`config.mk`:
```
export PLATFORM = sky130hd
export DESIGN_NAME = mux_sync_src_hold
export DESIGN_NICKNAME = d
export VERILOG_FILES = /design/src/rtl/mux_sync_pkg.sv /design/src/rtl/mux_sync_hold_timer.sv /design/src/rtl/mux_sync_src_hold.sv
export SDC_FILE = /design/constraint.sdc
export NUM_CORES = 1
export LEC_CHECK = 0
export ABC_CLOCK_PERIOD_IN_PS = 2000
export BUFFER_PORTS_ARGS = -buffer_cell sky130_fd_sc_hd__buf_2
export CAP_MARGIN = 20
export CORE_ASPECT_RATIO = 1.25
export CORE_MARGIN = 2
export CORE_UTILIZATION = 45
export DETAILED_ROUTE_END_ITERATION = 16
export PLACE_DENSITY = 0.71
export SLEW_MARGIN = 25
export SYNTH_ARGS = -nofsm -noshare
export SYNTH_HDL_FRONTEND = slang
export SYNTH_SLANG_ARGS = --single-unit
```
`constraint.sdc`:
```
create_clock -name clk -period 2 [get_ports clk]
set_input_delay 0.5 -clock clk [delete_from_list [all_inputs] [get_ports clk]]
set_output_delay 0.5 -clock clk [all_outputs]
set_load 0.03 [all_outputs]
```
`src/rtl/mux_sync_pkg.sv`:
```
// mux_sync_pkg
// Shared definitions for the mux/n-flop synchronizer source-side blocks.
//   DW_DEFAULT      : default data bus width
//   HOLD_CYCLES_MIN : smallest legal hold time for mux_sync_src_hold
//   hold_state_t    : pacing FSM state encoding (IDLE, HOLD)
package mux_sync_pkg;

    localparam int DW_DEFAULT      = 8;
    localparam int HOLD_CYCLES_MIN = 2;

    typedef enum logic {
        IDLE = 1'b0,
        HOLD = 1'b1
    } hold_state_t;

endpackage

```
`src/rtl/mux_sync_hold_timer.sv`:
```
// mux_sync_hold_timer
// Loadable down-counter that measures how long a launched word has been held.
// Ports:
//   clk      : source-domain clock
//   rstn     : asynchronous active-low reset (counter clears to 0)
//   load     : load load_val this cycle (takes priority over counting)
//   load_val : value to load
//   tc       : terminal flag, high while the count equals 1 (last hold cycle)
module mux_sync_hold_timer #(
    parameter int W = 3
) (
    input  logic         clk,
    input  logic         rstn,
    input  logic         load,
    input  logic [W-1:0] load_val,
    output logic         tc
);

    logic [W-1:0] cnt;

    // Counts down to 0 and parks there; 0 means "not timing".
    always_ff @(posedge clk or negedge rstn) begin
        if (!rstn) begin
            cnt <= '0;
        end else if (load) begin
            cnt <= load_val;
        end else if (cnt != '0) begin
            cnt <= cnt - W'(1);
        end
    end

    assign tc = (cnt == W'(1));

endmodule

```
`src/rtl/mux_sync_src_hold.sv`:
```
// mux_sync_src_hold
// Source-domain pacing stage in front of the mux/n-flop synchronizer. Each
// accepted word is driven on out_data and held for HOLD_CYCLES source cycles;
// in_ready is low while a word is held.
// Handshake: a word transfers on a rising clk edge where in_valid && in_ready.
//   in_valid may drop at any time without a transfer; in_data is only
//   looked at on the transfer edge. in_ready is a registered state decode.
// Ports:
//   clk, rstn : source clock, asynchronous active-low reset
//   in_valid  : upstream word present
//   in_data   : upstream word (DW bits)
//   in_ready  : block can accept a word this cycle
//   out_data  : held word, feeds the synchronizer data input
//   busy      : a word is being held (complement of in_ready)
//   launch    : one-cycle pulse in the first cycle a new value is on out_data
//   word_cnt  : words launched, modulo 2^CNT_W
// Optional feature macro: MUX_SYNC_SRC_HOLD_SKIP_DUP_EN
//   When defined, a word equal to the current out_data is consumed in one
//   cycle with no launch, no count and no hold.
module mux_sync_src_hold
    import mux_sync_pkg::*;
#(
    parameter int DW          = DW_DEFAULT,
    parameter int HOLD_CYCLES = 6,
    parameter int CNT_W       = 16
) (
    input  logic             clk,
    input  logic             rstn,
    input  logic             in_valid,
    input  logic [DW-1:0]    in_data,
    output logic             in_ready,
    output logic [DW-1:0]    out_data,
    output logic             busy,
    output logic             launch,
    output logic [CNT_W-1:0] word_cnt
);

    localparam int CW = $clog2(HOLD_CYCLES + 1);
    localparam logic [CW-1:0] HOLD_LOAD = CW'(HOLD_CYCLES - 1);

    generate
        if (HOLD_CYCLES < HOLD_CYCLES_MIN) begin : g_hold_too_small
            $error("mux_sync_src_hold: HOLD_CYCLES must be at least 2");
        end
    endgenerate

    hold_state_t state;
    logic        is_new;
    logic        start;
    logic        tc;

`ifdef MUX_SYNC_SRC_HOLD_SKIP_DUP_EN
    // An unchanged value would produce no new downstream capture.
    assign is_new = (in_data != out_data);
`else
    assign is_new = 1'b1;
`endif

    // in_ready is only high in IDLE, so this is the launch condition.
    assign start = in_valid && in_ready && is_new;

    mux_sync_hold_timer #(
        .W (CW)
    ) u_timer (
        .clk      (clk),
        .rstn     (rstn),
        .load     (start),
        .load_val (HOLD_LOAD),
        .tc       (tc)
    );

    always_ff @(posedge clk or negedge rstn) begin
        if (!rstn) begin
            state    <= IDLE;
            in_ready <= 1'b1;
            out_data <= '0;
            launch   <= 1'b0;
            word_cnt <= '0;
        end else begin
            launch <= 1'b0;
            case (state)
                IDLE: begin
                    if (start) begin
                        out_data <= in_data;
                        launch   <= 1'b1;
                        word_cnt <= word_cnt + CNT_W'(1);
                        in_ready <= 1'b0;
                        state    <= HOLD;
                    end
                end
                HOLD: begin
                    // tc marks the last held cycle; ready again next cycle.
                    if (tc) begin
                        in_ready <= 1'b1;
                        state    <= IDLE;
                    end
                end
                default: begin
                    in_ready <= 1'b1;
                    state    <= IDLE;
                end
            endcase
        end
    end

    assign busy = ~in_ready;

endmodule
```
## Word-level counts from Yosys, hierarchy flattened

Cells that the tools add are included.

- Bits in registers: 30
- Output and inout bits: 27

- Add/sub/neg operators: 2
- Equal/unequal tests: 3
- Mux-type cells: 9
- Bitwise logic cells: 2
- Reduce and logical (&&, ||, !) cells: 5

Operators with widths:

| operator | number |
|---|---|
| adder 16 x 1 -> 16 bit (second input constant) | 1 |
| two-way mux 3 bit | 2 |
| two-way mux 1 bit | 5 |
| case mux 1 bit (2 select lines) | 2 |
| AND reduction 2 bit | 2 |
| == test 3 x 1 -> 1 bit (second input constant) | 1 |
| nonzero test 3 bit | 1 |
| subtractor 3 x 1 -> 3 bit (second input constant) | 1 |
| inequality test 2 x 1 -> 1 bit (second input constant) | 1 |
| inequality test 2 bit (second input constant) | 1 |
| NOT 1 bit | 2 |
| nonzero test 2 bit | 1 |
| logical AND 1 bit | 1 |

## Logic depth before layout (Yosys ltp)

Gate-level depths: netlist of run 1.

- Word-level depth: 3
- Depth in mapped cells: 5
- Gate-level depth less buffers: 5

## By module

A second synthesis of run 1 with hierarchy kept.

- Cell total of the unflattened synthesis: 127
- Area, all modules: 1342.5 um^2

Modules (own cells, without submodules):

| module | times used | cells each | area an instance (um^2) |
|---|---|---|---|
| mux_sync_src_hold | 1 | 105 | 1123.6 |
| mux_sync_hold_timer | 1 | 22 | 219.0 |

## Worst setup path before layout of run 1

Ideal clock, no wire load.

- Path kind: register -> register
- Start: register word_cnt[0]
- End: register word_cnt[12]
- Library setup time: 0.134 ns
- Arrival time: 1.462 ns
- Data required time: 1.866 ns
- Setup slack: 0.404 ns
- Stages on the path, launching flop included: 6
- Buffers on the path: 0
- Clock period less this slack: 1.596 ns
- Cells stage by stage: dfrtp_1 -> ha_1 -> nand2_1 -> nor4_1 -> nand2_1 -> xnor2_1

- Word-level cells in the longest chain between the ends: 1

Ends and longest elaborated chain:

| what | line | source |
|---|---|---|
| start, declared | mux_sync_src_hold.sv:35 | `output logic [CNT_W-1:0] word_cnt` |
| start signal, assigned | mux_sync_src_hold.sv:86 | `word_cnt <= word_cnt + CNT_W'(1);` |
| adder 16 x 1 -> 16 bit | mux_sync_src_hold.sv:86 |  |

Every way passes these cells.
A chain may end at the register's enable or synchronous reset.

## Worst setup path in the final report of run 1

- Start: register in_ready
- End: output port in_ready

RTL lines:

| what | line | source |
|---|---|---|
| start, declared | mux_sync_src_hold.sv:31 | `output logic in_ready,` |
| start signal, assigned | mux_sync_src_hold.sv:75 | `in_ready <= 1'b1;` |
| start signal, assigned | mux_sync_src_hold.sv:87 | `in_ready <= 1'b0;` |
| start signal, assigned | mux_sync_src_hold.sv:94 | `in_ready <= 1'b1;` |

No word-level cell between the ends.

==> reports/results.ini, run 1 <==
[yosys]
synth_edf_count=0
syn_nets=118
synth-compound-area-share_pct=2.825
avgSynthCellArea_sq_um=12.90
synth_simple_gate_area_share_pct=16.38
async_flop_share_pct=100.0
ys_warn_count=0
yosysUniqueCellTypes=24
yosys-top-cells-area=dfrtp_1 (55%), xnor2_1 (8.6%), mux2_2 (7.6%), ha_1 (3.8%), nor4_4 (3.2%)
synth_top_family_by_area=simple AND/OR/NAND/NOR gates
syn_area_sq_um=1329
yosys_register_bits=30
synth_fa_ha_area_share_pct=3.766
synth_top_area_share_pct=54.61
syn_inst=103
synthMuxAreaShare_pct=7.627
synth_top_area_cell=dfrtp_1
synth-main-ff-cell=dfrtp_1
seq_area_frac_synth_pct=56.59
synth_xor_area_share_pct=10.55

[die]
die_h_um=64.76
die_w_um=52.61
dieArea_sq_um=3406
start_util_pct=45.97
ios=38
num_rows=22
core_region_area_sq_um=2890

[sta]
finalCritPeriodShare_pct=82.49
slew_viol_final=0
fmax_mhz=606.1
setup_tns_ns=0
relSlewSlack_pct=56.75
whs_ns=0.1970
finalSetupViolCount=0
tightest_slew_ns=0.6488
grt_setup_unrepaired=false
clock-skew-final_ns=0.008888
fin_crit_ns=1.650
hold_violations=0

[global_routing]
grt_use_met3_pct=7.373
busiest_layer=met2
grt_overflow=0
grt_max_degree=31
grt_pass1_vias=937
antenna_found_initial=0
use_met2_pct=25.00
grt_usage_pct=16.41
grt_first_pass_wirelength_mm=4.091
met1_usage_pct=19.82

[clocking]
cts.clk_slew.worst_paths_ns=0.09
cts_resized=0
tritoncts=yes
numCtsBuffers=5
postCtsHoldBufs=0
cts_root_buf=clkbuf_4
cts_setup_buffers=0
clock_path_buffers=2
htree_levels=2
cts_num_sinks=30
clock_latency_ns=0.32

[outcome]
outcome=complete, no violations

[worst_setup_path]
crit_buf_inv=1
slowest_stage=dfstp_2
cp-end-kind=primary output
crit_family=flip-flops
slowest_delay_ns=0.61
cp.depth=1
critPathLaunchType=flop
worstPathCellList=buf_2
crit_type=flop to primary output
r2r_cells=3
worstSetupStartpoint=in_ready
critPathMaxFanout=8
crit_required_ns=1.50
reg2reg_from=in_ready
worstPathArrival_ns=1.15
regToRegEndpoint=out_data[4]
endpoint=in_ready
rrSetupSlack_ns=0.41

[pwr]
p_int_w=0.0007840
sequentialPowerShare_pct=60.9
power.switching_w=0.0002108
power_w=0.0009948
power_frac_clock_pct=36.8
swShare_pct=21.19
powerDensity_nw_per_um2=618.7
p_leak_nw=0.8969
p_comb_share_pct=2.3
peakVddDrop_mv=0.4940

[place]
gp_congestion=0.7984
dp.cells=175
hpwl_mm=1.748
io_buffers=37

[drt]
dr.pass1.iters=4
vias=923
drt_iter0_markers=16
routed_wl_mm=2.331
drt-vias-per-instance=5.044
drtAntennaViolNets=0
routedWlPerCell_um=12.74
drc=0

[hold_path]
holdCritPathClass=input pin to async pin

[final_layout]
antenna_cells=0
instances_no_fill=183
syn_to_final_growth_pct=21.00
fin_nets=161
drive_above_1_share_pct=40.14

[flow_run]
drv_cap=0

metrics by stage:
stage / cell area, sq um / setup WS (ns) / util [%]
after floorplan: 1329 / 0.4040 / -
after global placement: 1548 / 0.4215 / 53.55
after detailed placement: 1548 / 0.3611 / 53.55
after CTS: 1608 / 0.3296 / 55.63
after global routing: 1608 / 0.2074 / 55.63
final: 1608 / 0.3502 / 55.63
cells by family after synthesis:
group           count (synthesis)
buf+inv                         6
simple gates                   33
mux                             9
fa+ha+maj                       4
compound gates                  5
flops                          30
xor+xnor                       16
cells in the final DEF, fill, tap and decap left out, types with 3 or more instances in the layout:
cell / n
buf_2: 37
dfrtp_1: 29
xnor2_1: 13
nand2_1: 11
mux2_2: 9
inv_1: 5
nand3_1: 5
clkbuf_4: 5
nand4_1: 4
ha_1: 4
xor2_1: 3
nor2_1: 3
state kept, by name (all words and copies together), names as in the netlist:
signal / count
u_timer.cnt: 3
launch: 1
word_cnt: 16
in_ready: 1
state: 1
out_data: 8
power by group through the flow:
stage               Sequential (W)  Clock [W]  Combinational, W
finish                    0.000606   0.000366         0.0000230
global placement          0.000618          0         0.0000227
global route              0.000606   0.000411         0.0000266
floorplan                 0.000618          0        0.00000130
detailed placement        0.000618          0         0.0000241
CTS                       0.000606   0.000382         0.0000242
cell usage after synthesis (2+ instances only):
cell     count
nor3_1       2
ha_1         4
nand4_1      4
nand3_1      5
xnor2_1     13
and3_1       2
inv_1        5
mux2_2       9
nor4_4       2
nor2_1       3
nand2_1     11
dfrtp_1     29
xor2_1       3
worst reg2reg max path, stage by stage (launching register included):
cell and delay [ns]:
dfstp_2 0.61, nand2_1 0.15, nor2_4 0.34, mux2_2 0.38
worst min path at each step:
stage                   end         start  slack, ns  depth (start not counted)
2_1_floorplan        launch          rstn       0.20                          0
3_3_place_gp   word_cnt[15]  word_cnt[15]       0.46                          1
3_5_place_dp   word_cnt[15]  word_cnt[15]       0.47                          1
4_1_cts        word_cnt[14]          rstn       0.21                          1
5_1_grt        word_cnt[14]          rstn       0.22                          1
6_report       word_cnt[14]          rstn       0.20                          1
layout make-up:
type                    count  area [sq um]
clock inverters             1         5.005
inverters                   5         18.77
well taps                  36         45.04
clock buffers               7         55.05
fillers                   256          1282
repair buffers             37         185.2
flip-flops and latches     30         752.0
multi-input cells          67         546.8
routing by layer:
layer | up-vias | share of wire, %
li1 | 444 | -
met1 | 442 | 41
met2 | 32 | 50
met3 | 5 | 7.3
met4 | 0 | 2.0
met5 | - | 0
Note: power is estimated with default switching activity, not from simulation.
==> run 2: changes to the inputs <==
--- a/config.mk
+++ b/config.mk
@@ -5,14 +5,15 @@
 export SDC_FILE = /design/constraint.sdc
 export NUM_CORES = 1
 export LEC_CHECK = 0
-export ABC_CLOCK_PERIOD_IN_PS = 2000
+export ABC_AREA = 1
+export ABC_CLOCK_PERIOD_IN_PS = 1400
 export BUFFER_PORTS_ARGS = -buffer_cell sky130_fd_sc_hd__buf_2
 export CAP_MARGIN = 20
 export CORE_ASPECT_RATIO = 1.25
 export CORE_MARGIN = 2
 export CORE_UTILIZATION = 45
 export DETAILED_ROUTE_END_ITERATION = 16
-export PLACE_DENSITY = 0.71
+export PLACE_DENSITY = 0.72
 export SLEW_MARGIN = 25
 export SYNTH_ARGS = -nofsm -noshare
 export SYNTH_HDL_FRONTEND = slang
==> constraint.sdc (replaced) <==
create_clock -name clk -period 1.4 [get_ports clk]
set_input_delay 0.35 -clock clk [delete_from_list [all_inputs] [get_ports clk]]
set_output_delay 0.35 -clock clk [all_outputs]
set_load 0.03 [all_outputs]
==> reports/results.ini, run 2 <==
[outcome]
outcome=complete, no violations

[final_layout]
final_common_cell=nand2_1
top_register=word_cnt
largestRegisters=word_cnt (16), out_data (8), u_timer.cnt (3)
layout_common_cells=nand2_1 (58), buf_2 (36), dfrtp_1 (27), inv_1 (18), nor2_1 (13)
largest_reg_flops=16
antenna_cells=0
fillers=301
drive_above_1_share_pct=32.09
finish.utilization_pct=59.63
syn_to_final_growth_pct=28.44
instances_no_fill=252
fin_area_sq_um=1871
fin_nets=229

[clocking]
htree_levels=2
cts_num_sinks=30
clock_latency_ns=0.28
cts.clk_slew.worst_paths_ns=0.06
clock_path_buffers=2
numCtsBuffers=5
cts_root_buf=clkbuf_8
tritoncts=yes

[drt]
routed_wl_mm=2.836
drt-vias-per-instance=4.690
drc=0
dr.pass1.iters=4
routedWlPerCell_um=11.25
vias=1182
drtAntennaViolNets=0
drt_iter0_markers=15

[sta]
grt_setup_unrepaired=true
finalSetupViolCount=0
worst_slack_ns=0.004679
tightest_slew_ns=0.3548
relSlewSlack_pct=76.35
finalCritPeriodShare_pct=99.67
hold_violations=0
slew_viol_final=0
fin_crit_ns=1.395
clock-skew-final_ns=0.006905
fmax_mhz=716.7

[die]
dieArea_sq_um=3711
die_h_um=67.61
ios=38
start_util_pct=46.43
num_rows=23
core_region_area_sq_um=3137
die_w_um=54.89

[worst_setup_path]
regToRegEndpoint=word_cnt[12]
worstSetupStartpoint=in_ready
crit_type=flop to primary output
cp-end-kind=primary output
crit_required_ns=1.05
r2r_cells=7
critPathMaxFanout=3
reg2reg_from=in_ready
worstPathArrival_ns=1.05
critPathLaunchType=flop
rrSetupSlack_ns=0.03

[yosys]
syn_inst=166
async_flop_share_pct=100.0
yosys_register_bits=30
ys_warn_count=0
yosys-top-cells-area=dfrtp_1 (50%), nand2_1 (16%), inv_1 (4.9%), ha_1 (3.4%), nor2_1 (3.4%)
synth-main-ff-cell=dfrtp_1
syn_nets=181
yosysMostFrequentCell=nand2_1
seq_area_frac_synth_pct=51.63
synth_top_area_cell=dfrtp_1
yosysUniqueCellTypes=24
avgSynthCellArea_sq_um=8.773
synth_top_area_share_pct=49.83
synth_edf_count=0
syn_area_sq_um=1456
ys_top_cells_by_count=nand2_1 (61), dfrtp_1 (29), inv_1 (19), nor2_1 (13)

[place]
dp.cells=241
place_area_sq_um=1720
io_buffers=37
gp_congestion=0.7382
hpwl_mm=2.177
place_ws_ns=0.03037

[pwr]
swShare_pct=40.81
sequentialPowerShare_pct=39.9
power.switching_w=0.001341
power_frac_clock_pct=21.7
peakVddDrop_mv=0.9771
p_int_w=0.001945
p_leak_nw=1.067
power_w=0.003285
p_comb_share_pct=38.5
powerDensity_nw_per_um2=1756

[global_routing]
grt_overflow=0
antenna_found_initial=0
grt_usage_pct=17.83
grt_first_pass_wirelength_mm=4.623
grt_pass1_vias=1120
grt_max_degree=17

[flow_run]
drv_cap=0

[hold_path]
holdPathStages=3
holdCritPathClass=input pin to flop
hold_end=out_data[3]
hp-start=in_data[3]

==> run 2: changes by cell type after synthesis, moves of 3 or more <==
cell / delta
nand2_1: +50
inv_1: +14
nor2_1: +10
xnor2_1: -10
mux2_2: -9
nor2_2: +5
o21ai_0: +5
nand3b_1: +3
==> run 2: how the worst max path moves through the flow <==
| stage | endpoint | slack (ns) |
|---|---|---|
| floorplan | word_cnt[13] | -0.02 |
| global route | word_cnt[4] | -0.05 |
| finish | busy | 0.005 |
| global placement | word_cnt[11] | 0.07 |
| CTS | busy | -0.004 |
| detailed placement | word_cnt[4] | 0.03 |
==> run 2: cells by family (layout without fill, tap and decap cells) <==
| kind of cell | Yosys count | in the layout | synth area share [%] |
|---|---|---|---|
| adder cells (fa/ha/maj) | 4 | 4 | 3.437 |
| flip-flops | 30 | 30 | 51.63 |
| AND/OR/NAND/NOR | 95 | 95 | 30.15 |
| XOR/XNOR | 8 | 8 | 5.327 |
| AO/OA/AOI/OAI | 7 | 7 | 2.749 |
| buffers and inverters | 22 | 71 | 6.701 |
==> run 2: worst max-delay path, cell delays in order (launching register included) <==
cell	delay (ns)
dfstp_2	0.56
inv_1	0.07
buf_6	0.14
==> run 2: metal layers <==
layer | track usage (%) | wire [um]
met5 | 0 | 0
met4 | 7.500 | 50
met3 | 6.858 | 210
met2 | 30.21 | 1377
met1 | 19.27 | 1198
==> run 2: per-stage QoR <==
step,hold slack (ns),setup TNS (ns)
3_5_place_dp,0.2866,0
4_1_cts,0.2581,-0.004439
3_3_place_gp,0.2822,0
2_1_floorplan,0.05441,-0.03239
6_report,0.2639,0
5_1_grt,0.2706,-0.2931
==> run 2: area by class of cell <==
cell class                      count  area, sq um  share of cell area (%)
Clock buffer                        7        86.33                   4.615
Sequential cell                    30        754.5                   40.33
Inverter                           20        75.07                   4.013
Tap cell                           37        46.29                   2.475
Timing Repair Buffer               43        267.8                   14.31
Clock inverter                      1        5.005                  0.2676
Multi-Input combinational cell    114        635.6                   33.98
==> run 2: power groups by stage <==
stage          sequential [W]  clock [W]  combinational, W
6_report              0.00131   0.000711           0.00126
5_1_grt               0.00134   0.000774           0.00142
4_1_cts               0.00131   0.000730           0.00125
3_5_place_dp          0.00132          0           0.00123
3_3_place_gp          0.00132          0           0.00120
2_1_floorplan         0.00166          0          0.000504
==> run 2: timing repair <==
action | in CTS | in global routing
setup buffers | 0 | 2
cloned | 0 | 0
hold buffers | 1 | 0
setup endpoints to repair | 2 | 8
pin swaps | 0 | 4
gates resized for setup | 2 | 8
endpoints found under the hold margin | 13 | 0
